### src/rtl/fb_rect_pkg.sv
// rtl/fb_rect_pkg.sv - register offsets, FSM encoding, defaults and clipping helper
package fb_rect_pkg;

  localparam int DEF_HOR_RES  = 320;
  localparam int DEF_VERT_RES = 240;

  localparam logic [2:0] OFF_X_LO = 3'd0;
  localparam logic [2:0] OFF_X_HI = 3'd1;
  localparam logic [2:0] OFF_Y    = 3'd2;
  localparam logic [2:0] OFF_W_LO = 3'd3;
  localparam logic [2:0] OFF_W_HI = 3'd4;
  localparam logic [2:0] OFF_H    = 3'd5;
  localparam logic [2:0] OFF_MODE = 3'd6;
  localparam logic [2:0] OFF_GO   = 3'd7;

  localparam logic [2:0] ST_IDLE  = 3'd0;
  localparam logic [2:0] ST_SETUP = 3'd1;
  localparam logic [2:0] ST_FILL  = 3'd2;
  localparam logic [2:0] ST_RD    = 3'd3;
  localparam logic [2:0] ST_WR    = 3'd4;
  localparam logic [2:0] ST_DONE  = 3'd5;

  typedef struct packed {
    logic [8:0] x;
    logic [7:0] y;
    logic [8:0] w;
    logic [7:0] h;
    logic [1:0] mode;
  } rect_regs_t;

  // Length of a span starting at pos that still fits inside res.
  function automatic logic [9:0] clip_extent(input logic [9:0] pos,
                                             input logic [9:0] len,
                                             input logic [9:0] res);
    if (pos >= res)
      return 10'd0;
    else if (len < res - pos)
      return len;
    else
      return res - pos;
  endfunction

endpackage

### src/rtl/fb_rect_writer_if.sv
// rtl/fb_rect_writer_if.sv - processor bus and frame-buffer port A signal bundle
interface fb_rect_writer_if;
  logic [7:0]  BUS_ADDR;
  logic [7:0]  BUS_DATA_IN;
  logic        BUS_WE;
  logic [7:0]  BUS_DATA_OUT;
  logic        BUS_DATA_OE;
  logic [16:0] A_ADDR;
  logic        A_DATA_IN;
  logic        A_DATA_OUT;
  logic        A_WE;
  logic        BUSY;
  logic        DONE_IRQ;

  modport slave (
    input  BUS_ADDR, BUS_DATA_IN, BUS_WE, A_DATA_OUT,
    output BUS_DATA_OUT, BUS_DATA_OE, A_ADDR, A_DATA_IN, A_WE, BUSY, DONE_IRQ
  );

  modport master (
    output BUS_ADDR, BUS_DATA_IN, BUS_WE, A_DATA_OUT,
    input  BUS_DATA_OUT, BUS_DATA_OE, A_ADDR, A_DATA_IN, A_WE, BUSY, DONE_IRQ
  );
endinterface

### src/rtl/rect_addr_gen.sv
// rtl/rect_addr_gen.sv - row-major x/y stepping over a clipped rectangle
module rect_addr_gen (
  input  logic        clk,
  input  logic        resetn,
  input  logic        load,
  input  logic        step,
  input  logic [8:0]  x0,
  input  logic [7:0]  y0,
  input  logic [9:0]  w,
  input  logic [9:0]  h,
  output logic [16:0] addr,
  output logic        last
);

  logic [8:0] x_start;
  logic [8:0] cx;
  logic [7:0] cy;
  logic [9:0] w_l;
  logic [9:0] col_rem;
  logic [9:0] row_rem;

  always_ff @(posedge clk) begin
    if (!resetn) begin
      x_start <= '0;
      cx      <= '0;
      cy      <= '0;
      w_l     <= '0;
      col_rem <= '0;
      row_rem <= '0;
    end else if (load) begin
      x_start <= x0;
      cx      <= x0;
      cy      <= y0;
      w_l     <= w;
      col_rem <= w - 10'd1;
      row_rem <= h - 10'd1;
    end else if (step) begin
      if (col_rem == 10'd0) begin
        cx      <= x_start;
        cy      <= cy + 8'd1;
        col_rem <= w_l - 10'd1;
        row_rem <= row_rem - 10'd1;
      end else begin
        cx      <= cx + 9'd1;
        col_rem <= col_rem - 10'd1;
      end
    end
  end

  assign addr = {cy, cx};
  assign last = (col_rem == 10'd0) && (row_rem == 10'd0);

endmodule

### src/rtl/fb_rect_writer.sv
// rtl/fb_rect_writer.sv - register-programmed rectangle fill / XOR writer for a 1-bpp frame buffer
module fb_rect_writer
  import fb_rect_pkg::*;
#(
  parameter logic [7:0] BASE_ADDR = 8'hB0,
  parameter int         HOR_RES   = DEF_HOR_RES,
  parameter int         VERT_RES  = DEF_VERT_RES
) (
  input logic CLK,
  input logic RESET,
  fb_rect_writer_if.slave bus
);

  logic [7:0]  off;
  logic        hit;
  logic        wr_ok;
  logic        rd_hit;
  logic        busy;
  logic        blocked;
  logic        go_pending;
  logic [2:0]  state;
  logic [2:0]  state_nxt;
  rect_regs_t  regs;
  logic [9:0]  weff;
  logic [9:0]  heff;
  logic        load;
  logic        step;
  logic        last;
  logic [16:0] addr;
  logic [7:0]  rd_data;
  logic        rd_oe;

  assign off    = bus.BUS_ADDR - BASE_ADDR;
  assign hit    = (off[7:3] == 5'd0);
  assign busy   = state inside {ST_SETUP, ST_FILL, ST_RD, ST_WR};
  // The cycle between a GO write and SETUP is treated as busy for the bus so
  // the operation runs on the register values seen at the GO write.
  assign blocked = busy | go_pending;
  assign wr_ok   = hit & bus.BUS_WE & ~blocked;
  assign rd_hit  = hit & ~bus.BUS_WE & (off[2:0] == OFF_GO);

  always_ff @(posedge CLK) begin
    if (!RESET) begin
      regs       <= '0;
      go_pending <= 1'b0;
      rd_data    <= '0;
      rd_oe      <= 1'b0;
    end else begin
      go_pending <= wr_ok && (off[2:0] == OFF_GO);
      rd_oe      <= rd_hit;
      rd_data    <= rd_hit ? {7'b0, busy} : 8'h00;
      if (wr_ok) begin
        case (off[2:0])
          OFF_X_LO: regs.x[7:0] <= bus.BUS_DATA_IN;
          OFF_X_HI: regs.x[8]   <= bus.BUS_DATA_IN[0];
          OFF_Y:    regs.y      <= bus.BUS_DATA_IN;
          OFF_W_LO: regs.w[7:0] <= bus.BUS_DATA_IN;
          OFF_W_HI: regs.w[8]   <= bus.BUS_DATA_IN[0];
          OFF_H:    regs.h      <= bus.BUS_DATA_IN;
          OFF_MODE: regs.mode   <= bus.BUS_DATA_IN[1:0];
          default:  ;
        endcase
      end
    end
  end

  assign weff = clip_extent({1'b0, regs.x}, {1'b0, regs.w}, 10'(HOR_RES));
  assign heff = clip_extent({2'b0, regs.y}, {2'b0, regs.h}, 10'(VERT_RES));

  always_comb begin
    state_nxt = state;
    case (state)
      ST_IDLE:  if (go_pending) state_nxt = ST_SETUP;
      ST_SETUP: begin
        if (weff == 10'd0 || heff == 10'd0)
          state_nxt = ST_DONE;
        else if (regs.mode[1])
          state_nxt = ST_RD;
        else
          state_nxt = ST_FILL;
      end
      ST_FILL:  if (last) state_nxt = ST_DONE;
      ST_RD:    state_nxt = ST_WR;
      ST_WR:    state_nxt = last ? ST_DONE : ST_RD;
      ST_DONE:  state_nxt = ST_IDLE;
      default:  state_nxt = ST_IDLE;
    endcase
  end

  always_ff @(posedge CLK) begin
    if (!RESET)
      state <= ST_IDLE;
    else
      state <= state_nxt;
  end

  assign load = (state == ST_SETUP);
  assign step = (state == ST_FILL) || (state == ST_WR);

  rect_addr_gen u_addr_gen (
    .clk    (CLK),
    .resetn (RESET),
    .load   (load),
    .step   (step),
    .x0     (regs.x),
    .y0     (regs.y),
    .w      (weff),
    .h      (heff),
    .addr   (addr),
    .last   (last)
  );

  assign bus.A_ADDR       = addr;
  assign bus.A_WE         = step;
  assign bus.A_DATA_IN    = (state == ST_FILL) ? regs.mode[0] :
                            (state == ST_WR)   ? (bus.A_DATA_OUT ^ regs.mode[0]) : 1'b0;
  assign bus.BUSY         = busy;
  assign bus.DONE_IRQ     = (state == ST_DONE);
  assign bus.BUS_DATA_OUT = rd_data;
  assign bus.BUS_DATA_OE  = rd_oe;

endmodule

### src/flat_wrapper.sv
// flat-port wrapper written by rule: the top's interface ports become plain ports
module fb_rect_writer_flat import fb_rect_pkg::*;
#(
  parameter logic [7:0] BASE_ADDR = 8'hB0,
  parameter int         HOR_RES   = DEF_HOR_RES,
  parameter int         VERT_RES  = DEF_VERT_RES
)
  (CLK, RESET, bus_BUS_ADDR, bus_BUS_DATA_IN, bus_BUS_WE, bus_A_DATA_OUT, bus_BUS_DATA_OUT, bus_BUS_DATA_OE, bus_A_ADDR, bus_A_DATA_IN, bus_A_WE, bus_BUSY, bus_DONE_IRQ);
  fb_rect_writer_if bus_i ();
  input logic CLK;
  input logic RESET;
  input wire logic [$bits(bus_i.BUS_ADDR)-1:0] bus_BUS_ADDR;
  input wire logic [$bits(bus_i.BUS_DATA_IN)-1:0] bus_BUS_DATA_IN;
  input wire logic [$bits(bus_i.BUS_WE)-1:0] bus_BUS_WE;
  input wire logic [$bits(bus_i.A_DATA_OUT)-1:0] bus_A_DATA_OUT;
  output wire logic [$bits(bus_i.BUS_DATA_OUT)-1:0] bus_BUS_DATA_OUT;
  output wire logic [$bits(bus_i.BUS_DATA_OE)-1:0] bus_BUS_DATA_OE;
  output wire logic [$bits(bus_i.A_ADDR)-1:0] bus_A_ADDR;
  output wire logic [$bits(bus_i.A_DATA_IN)-1:0] bus_A_DATA_IN;
  output wire logic [$bits(bus_i.A_WE)-1:0] bus_A_WE;
  output wire logic [$bits(bus_i.BUSY)-1:0] bus_BUSY;
  output wire logic [$bits(bus_i.DONE_IRQ)-1:0] bus_DONE_IRQ;
  assign bus_i.BUS_ADDR = bus_BUS_ADDR;
  assign bus_i.BUS_DATA_IN = bus_BUS_DATA_IN;
  assign bus_i.BUS_WE = bus_BUS_WE;
  assign bus_i.A_DATA_OUT = bus_A_DATA_OUT;
  assign bus_BUS_DATA_OUT = bus_i.BUS_DATA_OUT;
  assign bus_BUS_DATA_OE = bus_i.BUS_DATA_OE;
  assign bus_A_ADDR = bus_i.A_ADDR;
  assign bus_A_DATA_IN = bus_i.A_DATA_IN;
  assign bus_A_WE = bus_i.A_WE;
  assign bus_BUSY = bus_i.BUSY;
  assign bus_DONE_IRQ = bus_i.DONE_IRQ;
  fb_rect_writer #(.BASE_ADDR(BASE_ADDR), .HOR_RES(HOR_RES), .VERT_RES(VERT_RES)) u_core (.CLK(CLK), .RESET(RESET), .bus(bus_i));
endmodule
### config.mk
export PLATFORM = sky130hd
export DESIGN_NAME = fb_rect_writer_flat
export DESIGN_NICKNAME = d
export VERILOG_FILES = /design/src/rtl/fb_rect_pkg.sv /design/src/rtl/fb_rect_writer_if.sv /design/src/rtl/rect_addr_gen.sv /design/src/rtl/fb_rect_writer.sv /design/src/flat_wrapper.sv
export SDC_FILE = /design/constraint.sdc
export NUM_CORES = 1
export LEC_CHECK = 0
export BUFFER_PORTS_ARGS = -buffer_cell sky130_fd_sc_hd__clkbuf_2
export CORE_MARGIN = 4
export CORE_UTILIZATION = 55
export CTS_CLUSTER_SIZE = 28
export DETAILED_ROUTE_END_ITERATION = 16
export PLACE_DENSITY_LB_ADDON = 0.2
export RECOVER_POWER = 25
export REMOVE_ABC_BUFFERS = 1
export SYNTH_ARGS = -nofsm -noshare
export SYNTH_HDL_FRONTEND = slang
export SYNTH_SLANG_ARGS = --single-unit
### constraint.sdc
create_clock -name CLK -period 3.6 [get_ports CLK]
set_input_delay 0.72 -clock CLK [delete_from_list [all_inputs] [get_ports CLK]]
set_output_delay 0.72 -clock CLK [all_outputs]
set_load 0.01 [all_outputs]
==> impl_results.html <==
<table>
<tr><th>Metric</th><th>Value</th></tr>
<tr><th colspan="2">GRT</th></tr>
<tr><td>Number of global-route vias before repair</td><td>a little under 6000</td></tr>
<tr><td>Antenna violations before repair</td><td>0</td></tr>
<tr><td>Largest net degree at the start of global routing</td><td>62</td></tr>
<tr><td>Total congestion overflow</td><td>0</td></tr>
<tr><td>First-pass GRT wire length</td><td>29.14 mm</td></tr>
<tr><td>Total track usage</td><td>28.24%</td></tr>
<tr><th colspan="2">Synthesis</th></tr>
<tr><td>Main flop type after synthesis</td><td>dfxtp_1</td></tr>
<tr><td>Area share of the largest cell type after synthesis</td><td>32.31%</td></tr>
<tr><td>Post-synthesis instance total</td><td>761</td></tr>
<tr><td>Synth Register Bits</td><td>98</td></tr>
<tr><td>Syn Std Cell Area</td><td>0.006072 sq mm</td></tr>
<tr><td>Total number of yosys warnings</td><td>0</td></tr>
<tr><td>Async S/R FF share, synth</td><td>0%</td></tr>
<tr><td>Register area share after synthesis</td><td>32.31%</td></tr>
<tr><td>Avg Cell Area, Syn</td><td>7.979 sq um</td></tr>
<tr><td>Dominant cells by area after synthesis</td><td>dfxtp_1 32%, a21oi_1 6.3%, nor2_1 6.2%, mux2i_1 5.9%, nand2_1 5.3%</td></tr>
<tr><td>Number of enable flip-flop cells after synthesis</td><td>0</td></tr>
<tr><td>Largest area contributor in the synthesized netlist</td><td>dfxtp_1</td></tr>
<tr><td>Library cells used by synthesis</td><td>roughly 80</td></tr>
<tr><th colspan="2">Place</th></tr>
<tr><td>Input/output buffers</td><td>between 40 and 50</td></tr>
<tr><td>Global placement routability congestion</td><td>0.9521</td></tr>
<tr><td>DP Worst Slack</td><td>-0.04046 ns</td></tr>
<tr><td>HPWL after DPL</td><td>approximately 13 mm</td></tr>
<tr><th colspan="2">Power</th></tr>
<tr><td>Clock share of power</td><td>between 10% and 20%</td></tr>
<tr><td>Part of the power in combinational logic</td><td>49.3%</td></tr>
<tr><td>Static Leakage</td><td>approximately 2.7 nW</td></tr>
<tr><td>Power Dens Cells</td><td>601.4 mW/mm^2</td></tr>
<tr><td>Switching power share of the total</td><td>44.36%</td></tr>
<tr><td>Pint</td><td>0.002365 W</td></tr>
<tr><td>Net switching component of the power</td><td>0.001885 W</td></tr>
<tr><td>Worst IR drop on VDD</td><td>507.9 uV</td></tr>
<tr><td>Register share of total power</td><td>31.4%</td></tr>
<tr><th colspan="2">Setup path</th></tr>
<tr><td>Maximum fanout encountered on the critical timing path</td><td>5</td></tr>
<tr><td>Crit path launch type</td><td>flop</td></tr>
<tr><td>Setup Crit Path Kind</td><td>reg -&gt; reg</td></tr>
<tr><td>Crit path launch</td><td>u_core.regs[27]</td></tr>
<tr><td>R2r startpoint</td><td>u_core.regs[27]</td></tr>
<tr><td>WP data arrival</td><td>3.80 ns</td></tr>
<tr><td>Register-to-register setup slack</td><td>between 0.1 and 0.15 ns</td></tr>
<tr><td>Critical Path RT</td><td>3.93 ns</td></tr>
<tr><td>Element type at the critical path end</td><td>flop</td></tr>
<tr><th colspan="2">Floorplanning</th></tr>
<tr><td>Initial Utilization</td><td>a little under three fifths</td></tr>
<tr><td>Area of the core</td><td>0.01084 sq mm</td></tr>
<tr><td>Die Ht</td><td>between 100 and 150 um</td></tr>
<tr><td>Floorplan die area</td><td>roughly 0.013 sq mm</td></tr>
<tr><td>Boundary Pins</td><td>50</td></tr>
<tr><td>Horizontal extent of the die</td><td>113.1 um</td></tr>
<tr><td>Placement Rows</td><td>38</td></tr>
<tr><th colspan="2">Clock tree</th></tr>
<tr><td>Clk slew on worst S/H paths</td><td>0.10 ns</td></tr>
<tr><td>Total number of clock tree sinks</td><td>98</td></tr>
<tr><td>Clock tree from TritonCTS</td><td>done</td></tr>
<tr><td>TritonCTS Buffers</td><td>9</td></tr>
<tr><td>Root Driver</td><td>clkbuf_8</td></tr>
<tr><td>Max clock buf depth</td><td>2</td></tr>
<tr><td>Clk Latency, worst-skew pair</td><td>0.39 ns</td></tr>
<tr><td>H-Tree Depth</td><td>3</td></tr>
<tr><th colspan="2">Timing</th></tr>
<tr><td>Final period utilization</td><td>96.61%</td></tr>
<tr><td>Clock period minus final worst setup slack</td><td>about 3.5 ns</td></tr>
<tr><td>Fmax</td><td>approximately 290 MHz</td></tr>
<tr><td>Worst Slack Setup Final</td><td>0.1221 ns</td></tr>
<tr><td>Number of setup violations in the final report</td><td>0</td></tr>
<tr><td>Final count of pins violating max slew</td><td>0</td></tr>
<tr><td>Final worst clock skew</td><td>between 0.01 and 0.015 ns</td></tr>
<tr><td>Final count of hold timing violations</td><td>0</td></tr>
<tr><td>Slew headroom</td><td>about a fifth</td></tr>
<tr><td>Hold slack final</td><td>0.4593 ns</td></tr>
<tr><td>Transition at the pin with the smallest max-transition slack</td><td>between 1 and 1.5 ns</td></tr>
<tr><td>Summed negative setup slack over all endpoints</td><td>0 ns</td></tr>
<tr><th colspan="2">Routing</th></tr>
<tr><td>Number of iterations in the first detailed-routing pass</td><td>5</td></tr>
<tr><td>Vias per cell</td><td>6.279</td></tr>
<tr><td>Detailed Route Iter0 Violations</td><td>588</td></tr>
<tr><td>Routed length per instance</td><td>18.57 um</td></tr>
<tr><td>Total Wirelength</td><td>about 18 mm</td></tr>
<tr><td>Number of antenna-violating nets in the routed design</td><td>0</td></tr>
<tr><td>DRC Markers</td><td>0</td></tr>
<tr><td>Total via count in the routed design</td><td>just over 6000</td></tr>
<tr><th colspan="2">Cells and area</th></tr>
<tr><td>Antenna Cells</td><td>0</td></tr>
<tr><td>Net count of the finished layout</td><td>873</td></tr>
<tr><td>Proportion of layout cells with a drive suffix above 1</td><td>about 20%</td></tr>
<tr><td>Final standard cell utilization of the core</td><td>65.19%</td></tr>
<tr><td>Area added between synthesis and finish</td><td>16.38%</td></tr>
<tr><th colspan="2">Run</th></tr>
<tr><td>Number of violations of the max-capacitance limit</td><td>0</td></tr>
<tr><th colspan="2">Status</th></tr>
<tr><td>Result of the run</td><td>completed</td></tr>
<tr><th colspan="2">Min path</th></tr>
<tr><td>Hold Path Origin</td><td>u_core.u_addr_gen.x_start[5]</td></tr>
<tr><td>Worst min-delay path class</td><td>reg -&gt; reg</td></tr>
</table>
[path summary, 6_finish.rpt]
path	end	cells past startpoint
setup / recovery	u_core.u_addr_gen.col_rem[7]	14
hold / removal	u_core.u_addr_gen.x_start[5]	2
setup reg to reg	u_core.u_addr_gen.col_rem[7]	14
hold reg to reg	u_core.u_addr_gen.x_start[5]	2
[through the flow]
step                      cell area [sq um]  power [W]  instances
after floorplan                        5792   0.002611        714
after global placement                 6593   0.003325        948
after detailed placement               6593   0.003375        948
after CTS                              6834   0.004195        964
after global routing                   7067   0.004541        976
final                                  7067   0.004250        976
[synth_stat cells (12+ instances only)]
cell type	n
nor2_1	100
dfxtp_1	98
nand2_1	85
a21oi_1	76
mux2i_1	36
o21ai_0	30
nand3_1	27
clkbuf_1	22
ha_1	22
o211ai_1	16
and3_1	15
inv_1	13
buf_4	12
nor3_1	12
[critical path: stages, from the launching register on]
cell and delay, ns:
dfxtp_2 0.35, buf_4 0.16, nor4_4 0.31, a31o_2 0.21, nor2_1 0.06, ha_1 0.34
a2111oi_4 0.39, o211ai_1 0.22, buf_4 0.20, buf_4 0.14, and3_1 0.19, or3_4 0.34
o21a_1 0.15, a311o_1 0.28, o211ai_1 0.07
[power by group through the flow]
stage	Combinational [W]	Clock (W)	Sequential (W)
floorplan	0.00127	0	0.00134
global placement	0.00197	0	0.00135
detailed placement	0.00202	0	0.00136
CTS	0.00202	0.000837	0.00133
global route	0.00230	0.000886	0.00135
finish	0.00209	0.000824	0.00133
[layer usage]
| metal | routed length, um | global-route usage, % | share of wire (%) |
|---|---|---|---|
| met1 | 8033 | 37.57 | 44 |
| met3 | 1297 | 5.882 | 7.2 |
| met4 | 386 | 9.054 | 2.1 |
| met2 | 8410 | 45.97 | 46 |
| met5 | 0 | 0 | 0 |
[flip-flops by register name, indices dropped and copies added (netlist names), 3 cells and up]
| register | count |
|---|---|
| u_core.u_addr_gen.x_start | 9 |
| u_core.regs | 36 |
| u_core.u_addr_gen.row_rem | 10 |
| u_core.u_addr_gen.col_rem | 10 |
| u_core.state | 3 |
| u_core.u_addr_gen.w_l | 10 |
| u_core.u_addr_gen.cy | 8 |
| u_core.u_addr_gen.cx | 9 |
[cells by family (layout without fill, tap and decap cells)]
kind of cell	Yosys count	after routing	share of synthesized area [%]
xor gates and xnor gates	14	14	2.019
other	1	7	0.06176
AOI/OAI and AO/OA	213	213	23.88
muxes	37	37	6.120
adders and majority gates	22	22	4.533
DFF	98	98	32.31
and+or+nand+nor	307	307	25.10
buffers and inverters	69	138	5.976
[cells in the final DEF (no fill, tap or decap), types with 7 or more instances in the layout]
| cell | instances |
|---|---|
| dfxtp_1 | 93 |
| a31oi_1 | 8 |
| buf_4 | 60 |
| clkbuf_2 | 22 |
| xor2_1 | 8 |
| clkbuf_1 | 22 |
| and3_1 | 15 |
| a21oi_1 | 72 |
| nand3_1 | 27 |
| o211ai_1 | 16 |
| nor2_1 | 98 |
| nand4_1 | 8 |
| nand2_1 | 84 |
| clkbuf_8 | 9 |
| ha_1 | 16 |
| conb_1 | 7 |
| nor4_1 | 7 |
| o31ai_1 | 7 |
| o21ai_0 | 29 |
| mux2i_1 | 36 |
| inv_1 | 13 |
| nor3_1 | 10 |
[final cells by class]
class | count | area (sq um)
sequential | 98 | 1971
inverter | 16 | 62.56
multi-input combinational | 600 | 3960
clock buffer | 9 | 123.9
tap | 140 | 175.2
fill | 952 | 3774
clock inverter | 7 | 100.1
timing repair buffer | 106 | 674.4
[what timing repair did]
item,CTS,global route
buffers inserted,0,11
gates cloned,0,1
resized for setup,4,43
endpoints found under the setup margin,4,17
hold buffers,0,0
pin swaps,1,14
No activity file was read; power rests on OpenSTA's default activity.
